**src/rtl/jtcontra_irq_ctrl.sv**
```systemverilog
// Maskable multi-source interrupt controller for the 6809 main CPU.
// Each source is edge- or level-triggered and is routed to IRQ, FIRQ or NMI.
module jtcontra_irq_ctrl #(
    parameter int unsigned CH         = 4,
    parameter logic [7:0]  EDGE       = 8'hFF,
    parameter logic [7:0]  FIRQ_MAP   = 8'h00,
    parameter logic [7:0]  NMI_MAP    = 8'h00,
    parameter logic [7:0]  RESET_MASK = 8'hFF
) (
    input  logic          clk,
    input  logic          rst,
    input  logic          cpu_cen,
    input  logic [CH-1:0] src,
    input  logic          dip_pause,
    input  logic          cs,
    input  logic [1:0]    addr,
    input  logic          cpu_rnw,
    input  logic [7:0]    cpu_dout,
    output logic [7:0]    dout,
    input  logic          irq_ack,
    input  logic          firq_ack,
    output logic          irq_n,
    output logic          firq_n,
    output logic          nmi_n,
    output logic [2:0]    irq_vec
);
    // State is kept 8 bits wide; bits at CH and above are held at zero.
    localparam logic [7:0] VALID   = 8'((16'd1 << CH) - 16'd1);
    localparam logic [7:0] EDGE_M  = EDGE & VALID;
    localparam logic [7:0] LEVEL_M = ~EDGE & VALID;

    logic [7:0] src_w, src_l, pend, mask, act;
    logic [7:0] nmi_g, firq_g, irq_g, irq_one, firq_one;
    logic [7:0] set_ev, clr, pend_next;
    logic [7:0] pause_m;
    logic       wr;

    assign src_w    = 8'(src) & VALID;
    assign pause_m  = {8{dip_pause}};
    assign act      = pend & mask;
    assign nmi_g    = act & NMI_MAP;
    assign firq_g   = act & FIRQ_MAP & ~NMI_MAP;
    assign irq_g    = act & ~FIRQ_MAP & ~NMI_MAP;
    assign irq_one  = irq_g & (~irq_g + 8'd1);
    assign firq_one = firq_g & (~firq_g + 8'd1);
    assign wr       = cs & ~cpu_rnw & cpu_cen;

    // Acks and W1C only touch edge bits; a coincident set event overrides them.
    always_comb begin
        clr = '0;
        if (irq_ack)             clr = clr | irq_one;
        if (firq_ack)            clr = clr | firq_one;
        if (wr && addr == 2'd1)  clr = clr | cpu_dout;
        clr       = clr & EDGE_M;
        set_ev    = src_w & ~src_l & pause_m & EDGE_M;
        pend_next = (((pend & ~clr) | set_ev) & EDGE_M) | (src_w & pause_m & LEVEL_M);
    end

    always_ff @(posedge clk) begin
        if (rst) begin
            src_l <= VALID;
            pend  <= '0;
            mask  <= RESET_MASK & VALID;
        end else begin
            src_l <= src_w;
            pend  <= pend_next;
            if (wr && addr == 2'd0) mask <= cpu_dout & VALID;
        end
    end

    always_comb begin
        irq_vec = '0;
        for (int unsigned i = 8; i > 0; i--) begin
            if (irq_g[i-1]) irq_vec = 3'(i - 1);
        end
    end

    assign irq_n  = ~(|irq_g  & dip_pause);
    assign firq_n = ~(|firq_g & dip_pause);
    assign nmi_n  = ~(|nmi_g  & dip_pause);

    always_comb begin
        dout = '0;
        if (cs && cpu_rnw) begin
            case (addr)
                2'd0: dout = mask;
                2'd1: dout = pend;
                2'd2: dout = act;
                default: dout = {4'd0, |irq_g, irq_vec};
            endcase
        end
    end
endmodule

```
**config.mk**
```make
export PLATFORM = sky130hd
export DESIGN_NAME = jtcontra_irq_ctrl
export DESIGN_NICKNAME = d
export VERILOG_FILES = /design/src/rtl/jtcontra_irq_ctrl.sv
export SDC_FILE = /design/constraint.sdc
export NUM_CORES = 1
export LEC_CHECK = 0
export BUFFER_PORTS_ARGS = -buffer_cell sky130_fd_sc_hd__buf_2
export CORE_ASPECT_RATIO = 0.75
export CORE_UTILIZATION = 35
export CTS_CLUSTER_DIAMETER = 100
export DETAILED_ROUTE_END_ITERATION = 12
export MAX_ROUTING_LAYER = met4
export PLACE_DENSITY = 0.63
export SLEW_MARGIN = 0
export SYNTH_ARGS = -nofsm -noshare
export SYNTH_HDL_FRONTEND = slang
export SYNTH_SLANG_ARGS = --single-unit
```
**constraint.sdc**
```tcl
create_clock -name clk -period 1.35 [get_ports clk]
set_input_delay 0.27 -clock clk [delete_from_list [all_inputs] [get_ports clk]]
set_output_delay 0.27 -clock clk [all_outputs]
set_load 0.01 [all_outputs]
```
==> impl_metrics.xml, run 1 <==
<?xml version="1.0" encoding="UTF-8"?>
<metrics>
  <group name="outcome">
    <metric name="status" unit="">finished, violations left</metric>
    <metric name="failed_checks" unit="">negative setup slack</metric>
  </group>
  <group name="timing">
    <metric name="report.final.hold_viol_count" unit="">0</metric>
    <metric name="timing_limited_maximum_frequency" unit="MHz">611</metric>
    <metric name="hold_slack" unit="ns">0.186</metric>
    <metric name="finalClockSkew" unit="ns">0.00503</metric>
    <metric name="drv_slew" unit="">0</metric>
    <metric name="post-route-worst-setup-slack" unit="ns">-0.287</metric>
    <metric name="totalNegativeSetupSlack" unit="ns">-1.18</metric>
    <metric name="rsz0062_at_grt" unit="">yes</metric>
    <metric name="min_period_over_period" unit="">1.21</metric>
    <metric name="report.final.setup_viol" unit="">7</metric>
    <metric name="fin_crit" unit="ns">1.64</metric>
  </group>
  <group name="critical_path">
    <metric name="crit-reg2reg-capture" unit="">pend[3]</metric>
    <metric name="critPathTopFamily" unit="">compound AO/OA/AOI/OAI gates</metric>
    <metric name="critical_path_peak_fanout" unit="">2</metric>
    <metric name="flop2flop_setup_slack" unit="ns">0.25</metric>
    <metric name="timing.critical_path.slowest_cell_delay" unit="ns">0.34</metric>
    <metric name="critical_path_required" unit="ns">1.08</metric>
    <metric name="r2r_start" unit="">pend[1]</metric>
    <metric name="critical_path_class" unit="">flop to output port</metric>
    <metric name="timing.critical_path.from" unit="">pend[1]</metric>
    <metric name="cp_slowest_cell" unit="">sky130_fd_sc_hd__dfxtp_2</metric>
    <metric name="cp-start-kind" unit="">flop</metric>
    <metric name="timing.critical_path.buf_inv" unit="">1</metric>
    <metric name="worstRegToRegCells" unit="">4</metric>
    <metric name="critPathCaptureType" unit="">output port</metric>
    <metric name="cp_cell_sequence" unit="">a22oi_4 -&gt; a21boi_4 -&gt; a21oi_2 -&gt; nor4_2 -&gt; buf_2</metric>
    <metric name="worstPathArrival" unit="ns">1.37</metric>
    <metric name="critical_path_depth" unit="">5</metric>
    <metric name="worst_setup_path_end" unit="">dout[1]</metric>
  </group>
  <group name="die">
    <metric name="floorplan.initialDensity" unit="">0.395</metric>
    <metric name="die-width" unit="um">54.9</metric>
    <metric name="row_count" unit="">13</metric>
    <metric name="fp.coreArea" unit="sq mm">0.00185</metric>
    <metric name="design.portCount" unit="">36</metric>
    <metric name="fp.dieArea" unit="sq mm">0.00228</metric>
    <metric name="die_height" unit="um">41.6</metric>
  </group>
  <group name="cts">
    <metric name="cts.htree.levels" unit="">1</metric>
    <metric name="post-cts-setup-buffer-count" unit="">0</metric>
    <metric name="cts_made_buffers" unit="">3</metric>
    <metric name="clk_root_buffer_cell" unit="">sky130_fd_sc_hd__clkbuf_4</metric>
    <metric name="cts.sinks" unit="">12</metric>
    <metric name="tritoncts" unit="">yes</metric>
    <metric name="max-clock-path-buffers" unit="">2</metric>
    <metric name="clk-insertion-delay-late" unit="ns">0.27</metric>
    <metric name="clock_pin_slew_worst_setup_and_hold_paths" unit="ns">0.08</metric>
  </group>
  <group name="detailed_routing">
    <metric name="ant_nets" unit="">0</metric>
    <metric name="detail_route.vias_per_cell" unit="">5.03</metric>
    <metric name="first_iter_violations" unit="">14</metric>
    <metric name="via_count" unit="">714</metric>
    <metric name="detail_route.wl_per_cell" unit="um">11.9</metric>
    <metric name="drt_drc_violations_left" unit="">0</metric>
    <metric name="firstDrtPassIters" unit="">4</metric>
    <metric name="totalWireLength" unit="mm">1.69</metric>
  </group>
  <group name="yosys">
    <metric name="async_set_or_reset_register_ratio_after_synthesis" unit="">0</metric>
    <metric name="post_synth_main_area_contributors" unit="">sky130_fd_sc_hd__dfxtp_1 (33%), sky130_fd_sc_hd__buf_4 (7.2%), sky130_fd_sc_hd__nand2_1 (6.7%)</metric>
    <metric name="proportion_of_synthesized_chip_area_in_sequential_cells" unit="">0.328</metric>
    <metric name="synth.most_common_cell" unit="">sky130_fd_sc_hd__nand2_1</metric>
    <metric name="area_of_the_mapped_netlist" unit="sq um">733</metric>
    <metric name="synth-main-ff-cell" unit="">sky130_fd_sc_hd__dfxtp_1</metric>
    <metric name="ys_seq_elements" unit="">12</metric>
    <metric name="synth_cells" unit="">87</metric>
    <metric name="post_synth_most_frequent_cells" unit="">sky130_fd_sc_hd__nand2_1 (13), sky130_fd_sc_hd__dfxtp_1 (12), sky130_fd_sc_hd__buf_4 (7)</metric>
    <metric name="syn_avg_cell_area" unit="sq um">8.43</metric>
    <metric name="synth_area_leader_cell" unit="">sky130_fd_sc_hd__dfxtp_1</metric>
    <metric name="synth_cell_type_count" unit="">28</metric>
    <metric name="synth-edff-count" unit="">0</metric>
    <metric name="ys.warnings.count" unit="">0</metric>
    <metric name="post-synth-top-area-fraction" unit="">0.328</metric>
  </group>
  <group name="place">
    <metric name="hpwl" unit="mm">1.37</metric>
    <metric name="port-buffer-count" unit="">23</metric>
    <metric name="post-place-ws" unit="ns">-0.0230</metric>
    <metric name="placed_area" unit="sq um">911</metric>
    <metric name="gp_routability_congestion" unit="">0.853</metric>
    <metric name="numPlacedInstances" unit="">138</metric>
  </group>
  <group name="global_routing">
    <metric name="initial_antenna_violation_count" unit="">0</metric>
    <metric name="gr-max-usage-layer" unit="">met2</metric>
    <metric name="grt_use_met2" unit="">0.258</metric>
    <metric name="globalRouteTotalUtil" unit="">0.168</metric>
    <metric name="grt_start_max_net_pins" unit="">12</metric>
    <metric name="vias_in_the_first_global_route" unit="">644</metric>
    <metric name="grt_overflow" unit="">0</metric>
    <metric name="grt_first_pass_wirelength" unit="mm">2.66</metric>
    <metric name="met1_global_route_usage" unit="">0.206</metric>
    <metric name="use_met3" unit="">0.0659</metric>
  </group>
  <group name="final_layout">
    <metric name="final_layout_size_suffix_gt1_frac" unit="">0.458</metric>
    <metric name="fill_cells" unit="">202</metric>
    <metric name="utilization" unit="">0.526</metric>
    <metric name="final_net_count" unit="">143</metric>
    <metric name="design_area" unit="sq um">975</metric>
    <metric name="antenna-diode-count" unit="">0</metric>
    <metric name="final_non_filler_cells" unit="">142</metric>
    <metric name="area_delta_synth_final" unit="%">32.9</metric>
  </group>
  <group name="pwr">
    <metric name="p_switching" unit="mW">0.201</metric>
    <metric name="static-leakage-power" unit="nW">0.499</metric>
    <metric name="power_frac_seq" unit="">0.464</metric>
    <metric name="switching_share" unit="">0.252</metric>
    <metric name="power_frac_comb" unit="">0.182</metric>
    <metric name="p_int" unit="mW">0.596</metric>
    <metric name="clock_power_share" unit="">0.354</metric>
    <metric name="power" unit="mW">0.797</metric>
    <metric name="ir_worst_vdd" unit="mV">0.826</metric>
    <metric name="cellPowerDensity" unit="mW/mm^2">818</metric>
  </group>
  <group name="min_path">
    <metric name="timing.hold.worst.start" unit="">src[2]</metric>
    <metric name="hold_class" unit="">input pin to flop</metric>
  </group>
  <group name="flow_run">
    <metric name="cap_viol_max_count" unit="">0</metric>
  </group>
</metrics>
==> worst min path at each step <==
stage | slack [ns] | cells past startpoint | to
final | 0.19 | 2 | src_l[2]
after detailed placement | 0.47 | 2 | src_l[2]
after floorplan | 0.34 | 1 | pend[0]
after global routing | 0.19 | 2 | src_l[2]
after CTS | 0.19 | 2 | src_l[2]
after global placement | 0.47 | 2 | src_l[2]
==> placed cells by master (no fill, tap or decap), drive strengths merged <==
cell type,count
nand2b,2
a41o,3
or3,1
a22oi,1
nor4bb,3
dfxtp,12
nand3,4
a221o,1
inv,3
mux2i,4
buf,34
and2,1
nor3,1
a21boi,1
o21ai,3
nor4,1
nand4,1
clkbuf,4
conb,7
a32o,1
nand2,13
nand3b,4
a31oi,1
or2,4
a21oi,5
nor2,4
o211ai,1
==> kinds of logic after synthesis <==
kind of cell,share of synthesized area
AND/OR/NAND/NOR,0.297
AO/OA/AOI/OAI,0.203
buffers and inverters,0.108
flip-flops,0.328
multiplexers,0.0546
other,0.0102
==> cell type report <==
type                       instances  area, sq um  area share
sequential                        12          249       0.255
tap                               22         27.5      0.0282
timing repair buffer              34          205       0.211
inverter                           3         11.3      0.0116
multi-input combinational         67          445       0.457
clock buffer                       4         36.3      0.0372
==> per-layer routing <==
metal,vias to the layer above,share of wire
li1,362,-
met1,328,0.48
met2,24,0.45
met3,0,0.069
met4,0,0
met5,-,0
==> timing repair <==
action / 4_1_cts / 5_1_grt
pin swaps: 3 / 3
cloned: 0 / 0
setup endpoints to repair: 7 / 7
resized for setup: 5 / 5
hold buffers: 0 / 0
==> power by group through the flow <==
stage	registers, mW	logic, mW	clock network [mW]
floorplan	0.379	0.0949	0
CTS	0.371	0.141	0.284
finish	0.370	0.145	0.283
detailed placement	0.379	0.141	0
global route	0.371	0.161	0.303
global placement	0.379	0.137	0
==> registers in the layout, indices dropped and copies added, names as in the netlist <==
register / flops
pend: 4
src_l: 4
mask: 4
Power figures use the tool's default switching activity.
==> run 2: changes to the inputs <==
==> constraint.sdc (replaced) <==
create_clock -name clk -period 1.35 [get_ports clk]
set_input_delay 0.405 -clock clk [delete_from_list [all_inputs] [get_ports clk]]
set_output_delay 0.405 -clock clk [all_outputs]
set_load 0.01 [all_outputs]
==> run 2 against run 1 <==
The run still ends with negative setup slack left. Sequential power about the same. Largest cell class unchanged. Utilization grew 4.5 points. Sequential share of layout area shrank 1.9 points. Global-route usage up 2.5 points. Final cell count grew 7.0%. Clock power increased by 2%. Wire length rose by 14%. Register-to-register slack got worse by 0.13 ns.
==> impl_metrics.xml, run 2 (synthesis results as in run 1) <==
<?xml version="1.0" encoding="UTF-8"?>
<metrics>
  <group name="final_layout">
    <metric name="antenna-diode-count" unit="">0</metric>
    <metric name="layout.cells.most_common" unit="">sky130_fd_sc_hd__buf_2</metric>
    <metric name="area_delta_synth_final" unit="%">44.2</metric>
    <metric name="final_net_count" unit="">153</metric>
    <metric name="final_non_filler_cells" unit="">152</metric>
    <metric name="most-common-layout-cells" unit="">sky130_fd_sc_hd__buf_2 (23), sky130_fd_sc_hd__buf_4 (19), sky130_fd_sc_hd__nand2_1 (12)</metric>
    <metric name="final_layout_size_suffix_gt1_frac" unit="">0.492</metric>
    <metric name="biggestRegsByFlops" unit="">mask x4, pend x4, src_l x4</metric>
    <metric name="utilization" unit="">0.570</metric>
  </group>
  <group name="timing">
    <metric name="report.final.setup_viol" unit="">7</metric>
    <metric name="finalClockSkew" unit="ns">0.00639</metric>
    <metric name="timing_limited_maximum_frequency" unit="MHz">560</metric>
    <metric name="rsz0062_at_grt" unit="">yes</metric>
    <metric name="report.final.hold_viol_count" unit="">0</metric>
    <metric name="min_period_over_period" unit="">1.32</metric>
    <metric name="fin_crit" unit="ns">1.79</metric>
    <metric name="post-route-worst-setup-slack" unit="ns">-0.437</metric>
    <metric name="drv_slew" unit="">0</metric>
  </group>
  <group name="pwr">
    <metric name="clock_power_share" unit="">0.353</metric>
    <metric name="ir_worst_vdd" unit="mV">0.622</metric>
    <metric name="switching_share" unit="">0.261</metric>
    <metric name="power_frac_comb" unit="">0.199</metric>
    <metric name="static-leakage-power" unit="nW">0.538</metric>
    <metric name="p_int" unit="mW">0.608</metric>
    <metric name="cellPowerDensity" unit="mW/mm^2">778</metric>
    <metric name="power" unit="mW">0.823</metric>
    <metric name="p_switching" unit="mW">0.215</metric>
    <metric name="power_frac_seq" unit="">0.449</metric>
  </group>
  <group name="critical_path">
    <metric name="cp-start-kind" unit="">flop</metric>
    <metric name="timing.critical_path.slowest_cell_delay" unit="ns">0.34</metric>
    <metric name="critical_path_peak_fanout" unit="">3</metric>
    <metric name="worstPathArrival" unit="ns">1.38</metric>
    <metric name="crit-reg2reg-capture" unit="">pend[3]</metric>
    <metric name="critical_path_required" unit="ns">0.95</metric>
    <metric name="cp_cell_sequence" unit="">a22oi_4 -&gt; a21boi_4 -&gt; a21oi_2 -&gt; nor4_2 -&gt; buf_2</metric>
    <metric name="flop2flop_setup_slack" unit="ns">0.12</metric>
    <metric name="timing.critical_path.buf_inv" unit="">1</metric>
    <metric name="r2r_start" unit="">pend[1]</metric>
    <metric name="cp_slowest_cell" unit="">sky130_fd_sc_hd__dfxtp_2</metric>
    <metric name="worstRegToRegCells" unit="">5</metric>
    <metric name="critPathTopFamily" unit="">compound AO/OA/AOI/OAI gates</metric>
    <metric name="critPathCaptureType" unit="">output port</metric>
    <metric name="critical_path_class" unit="">flop to output port</metric>
  </group>
  <group name="outcome">
    <metric name="failed_checks" unit="">negative setup slack</metric>
    <metric name="status" unit="">finished, violations left</metric>
  </group>
  <group name="die">
    <metric name="row_count" unit="">13</metric>
    <metric name="die-width" unit="um">54.9</metric>
    <metric name="fp.dieArea" unit="sq mm">0.00228</metric>
    <metric name="design.portCount" unit="">36</metric>
    <metric name="floorplan.initialDensity" unit="">0.395</metric>
    <metric name="die_height" unit="um">41.6</metric>
    <metric name="fp.coreArea" unit="sq mm">0.00185</metric>
  </group>
  <group name="detailed_routing">
    <metric name="via_count" unit="">753</metric>
    <metric name="firstDrtPassIters" unit="">3</metric>
    <metric name="first_iter_violations" unit="">5</metric>
    <metric name="detail_route.wl_per_cell" unit="um">12.7</metric>
    <metric name="totalWireLength" unit="mm">1.93</metric>
    <metric name="ant_nets" unit="">0</metric>
    <metric name="detail_route.vias_per_cell" unit="">4.95</metric>
    <metric name="drt_drc_violations_left" unit="">0</metric>
  </group>
  <group name="min_path">
    <metric name="holdPathEnd" unit="">src_l[2]</metric>
    <metric name="timing.hold.worst.start" unit="">src[2]</metric>
    <metric name="hold_class" unit="">input pin to flop</metric>
    <metric name="hold-path-cell-count" unit="">2</metric>
  </group>
  <group name="cts">
    <metric name="clk-insertion-delay-late" unit="ns">0.28</metric>
    <metric name="cts.sinks" unit="">12</metric>
    <metric name="cts.htree.levels" unit="">1</metric>
    <metric name="clock_pin_slew_worst_setup_and_hold_paths" unit="ns">0.08</metric>
    <metric name="tritoncts" unit="">yes</metric>
    <metric name="max-clock-path-buffers" unit="">2</metric>
    <metric name="cts_made_buffers" unit="">3</metric>
    <metric name="clk_root_buffer_cell" unit="">sky130_fd_sc_hd__clkbuf_4</metric>
  </group>
  <group name="place">
    <metric name="post-place-ws" unit="ns">-0.187</metric>
    <metric name="hpwl" unit="mm">1.55</metric>
    <metric name="numPlacedInstances" unit="">145</metric>
    <metric name="port-buffer-count" unit="">23</metric>
    <metric name="gp_routability_congestion" unit="">0.802</metric>
  </group>
  <group name="global_routing">
    <metric name="initial_antenna_violation_count" unit="">0</metric>
    <metric name="vias_in_the_first_global_route" unit="">709</metric>
    <metric name="globalRouteTotalUtil" unit="">0.194</metric>
    <metric name="grt_first_pass_wirelength" unit="mm">3.03</metric>
    <metric name="grt_start_max_net_pins" unit="">12</metric>
    <metric name="grt_overflow" unit="">0</metric>
  </group>
  <group name="flow_run">
    <metric name="cap_viol_max_count" unit="">0</metric>
  </group>
</metrics>
[run 2: changes by cell type in the layout (fill, tap and decap cells not counted), moves of 2 or more]
cell	delta
sky130_fd_sc_hd__nand3_1	+2
sky130_fd_sc_hd__dfxtp_2	-2
sky130_fd_sc_hd__buf_4	+10
sky130_fd_sc_hd__nand3_2	-2
[run 2: how the worst max path moves through the flow]
stage                       start      end  slack [ns]  cells after the start
final                     pend[1]  dout[1]       -0.44                      5
after global routing      pend[1]  dout[1]       -0.54                      5
after CTS                 pend[1]  dout[1]       -0.47                      5
after detailed placement  addr[1]  dout[1]       -0.19                      5
after global placement    addr[1]  dout[1]       -0.18                      5
after floorplan           mask[1]  dout[1]       -0.14                      4
[run 2: routing by layer]
metal	share of wire	up-vias	global-route usage	wire length, um
met2	0.48	18	0.294	933
met5	0	-	-	0
met3	0.051	2	0.0769	98
met4	0.0021	0	0.0308	4
li1	-	384	-	-
met1	0.46	349	0.243	890
[run 2: worst reg2reg max path: cells and delay by family (launching register included)]
family	cells	cell delay (ns)
buffers and inverters	2	0.24
AO/OA/AOI/OAI	2	0.44
AND/OR/NAND/NOR	1	0.09
flip-flops	1	0.34
[run 2: stage by stage]
stage	TNS, ns	area [sq um]	hold WS [ns]
3_5_place_dp	-1.78	978	0.486
6_report	-2.47	1060	0.318
3_3_place_gp	-1.59	978	0.486
5_1_grt	-3.00	1060	0.303
4_1_cts	-2.65	1050	0.305
2_1_floorplan	-0.144	768	0.461
[run 2: final cells by class]
type                       instances  area [sq um]
timing repair buffer              44           280
tap                               22          27.5
sequential                        12           250
inverter                           3          11.3
multi-input combinational         67           452
clock buffer                       4          36.3
fill                             194           797
[run 2: power by group through the flow]
stage	Combinational, mW	Clock [mW]	Sequential, mW
floorplan	0.0965	0	0.380
global placement	0.151	0	0.379
detailed placement	0.155	0	0.380
CTS	0.163	0.303	0.371
global route	0.180	0.319	0.370
finish	0.163	0.290	0.369
[run 2: repair_timing]
item,CTS,global route
endpoints found under the setup margin,7,7
gates resized for setup,4,3
hold buffers,0,0
hold endpoints to repair,0,0
pin swaps,3,2
setup buffers,3,0
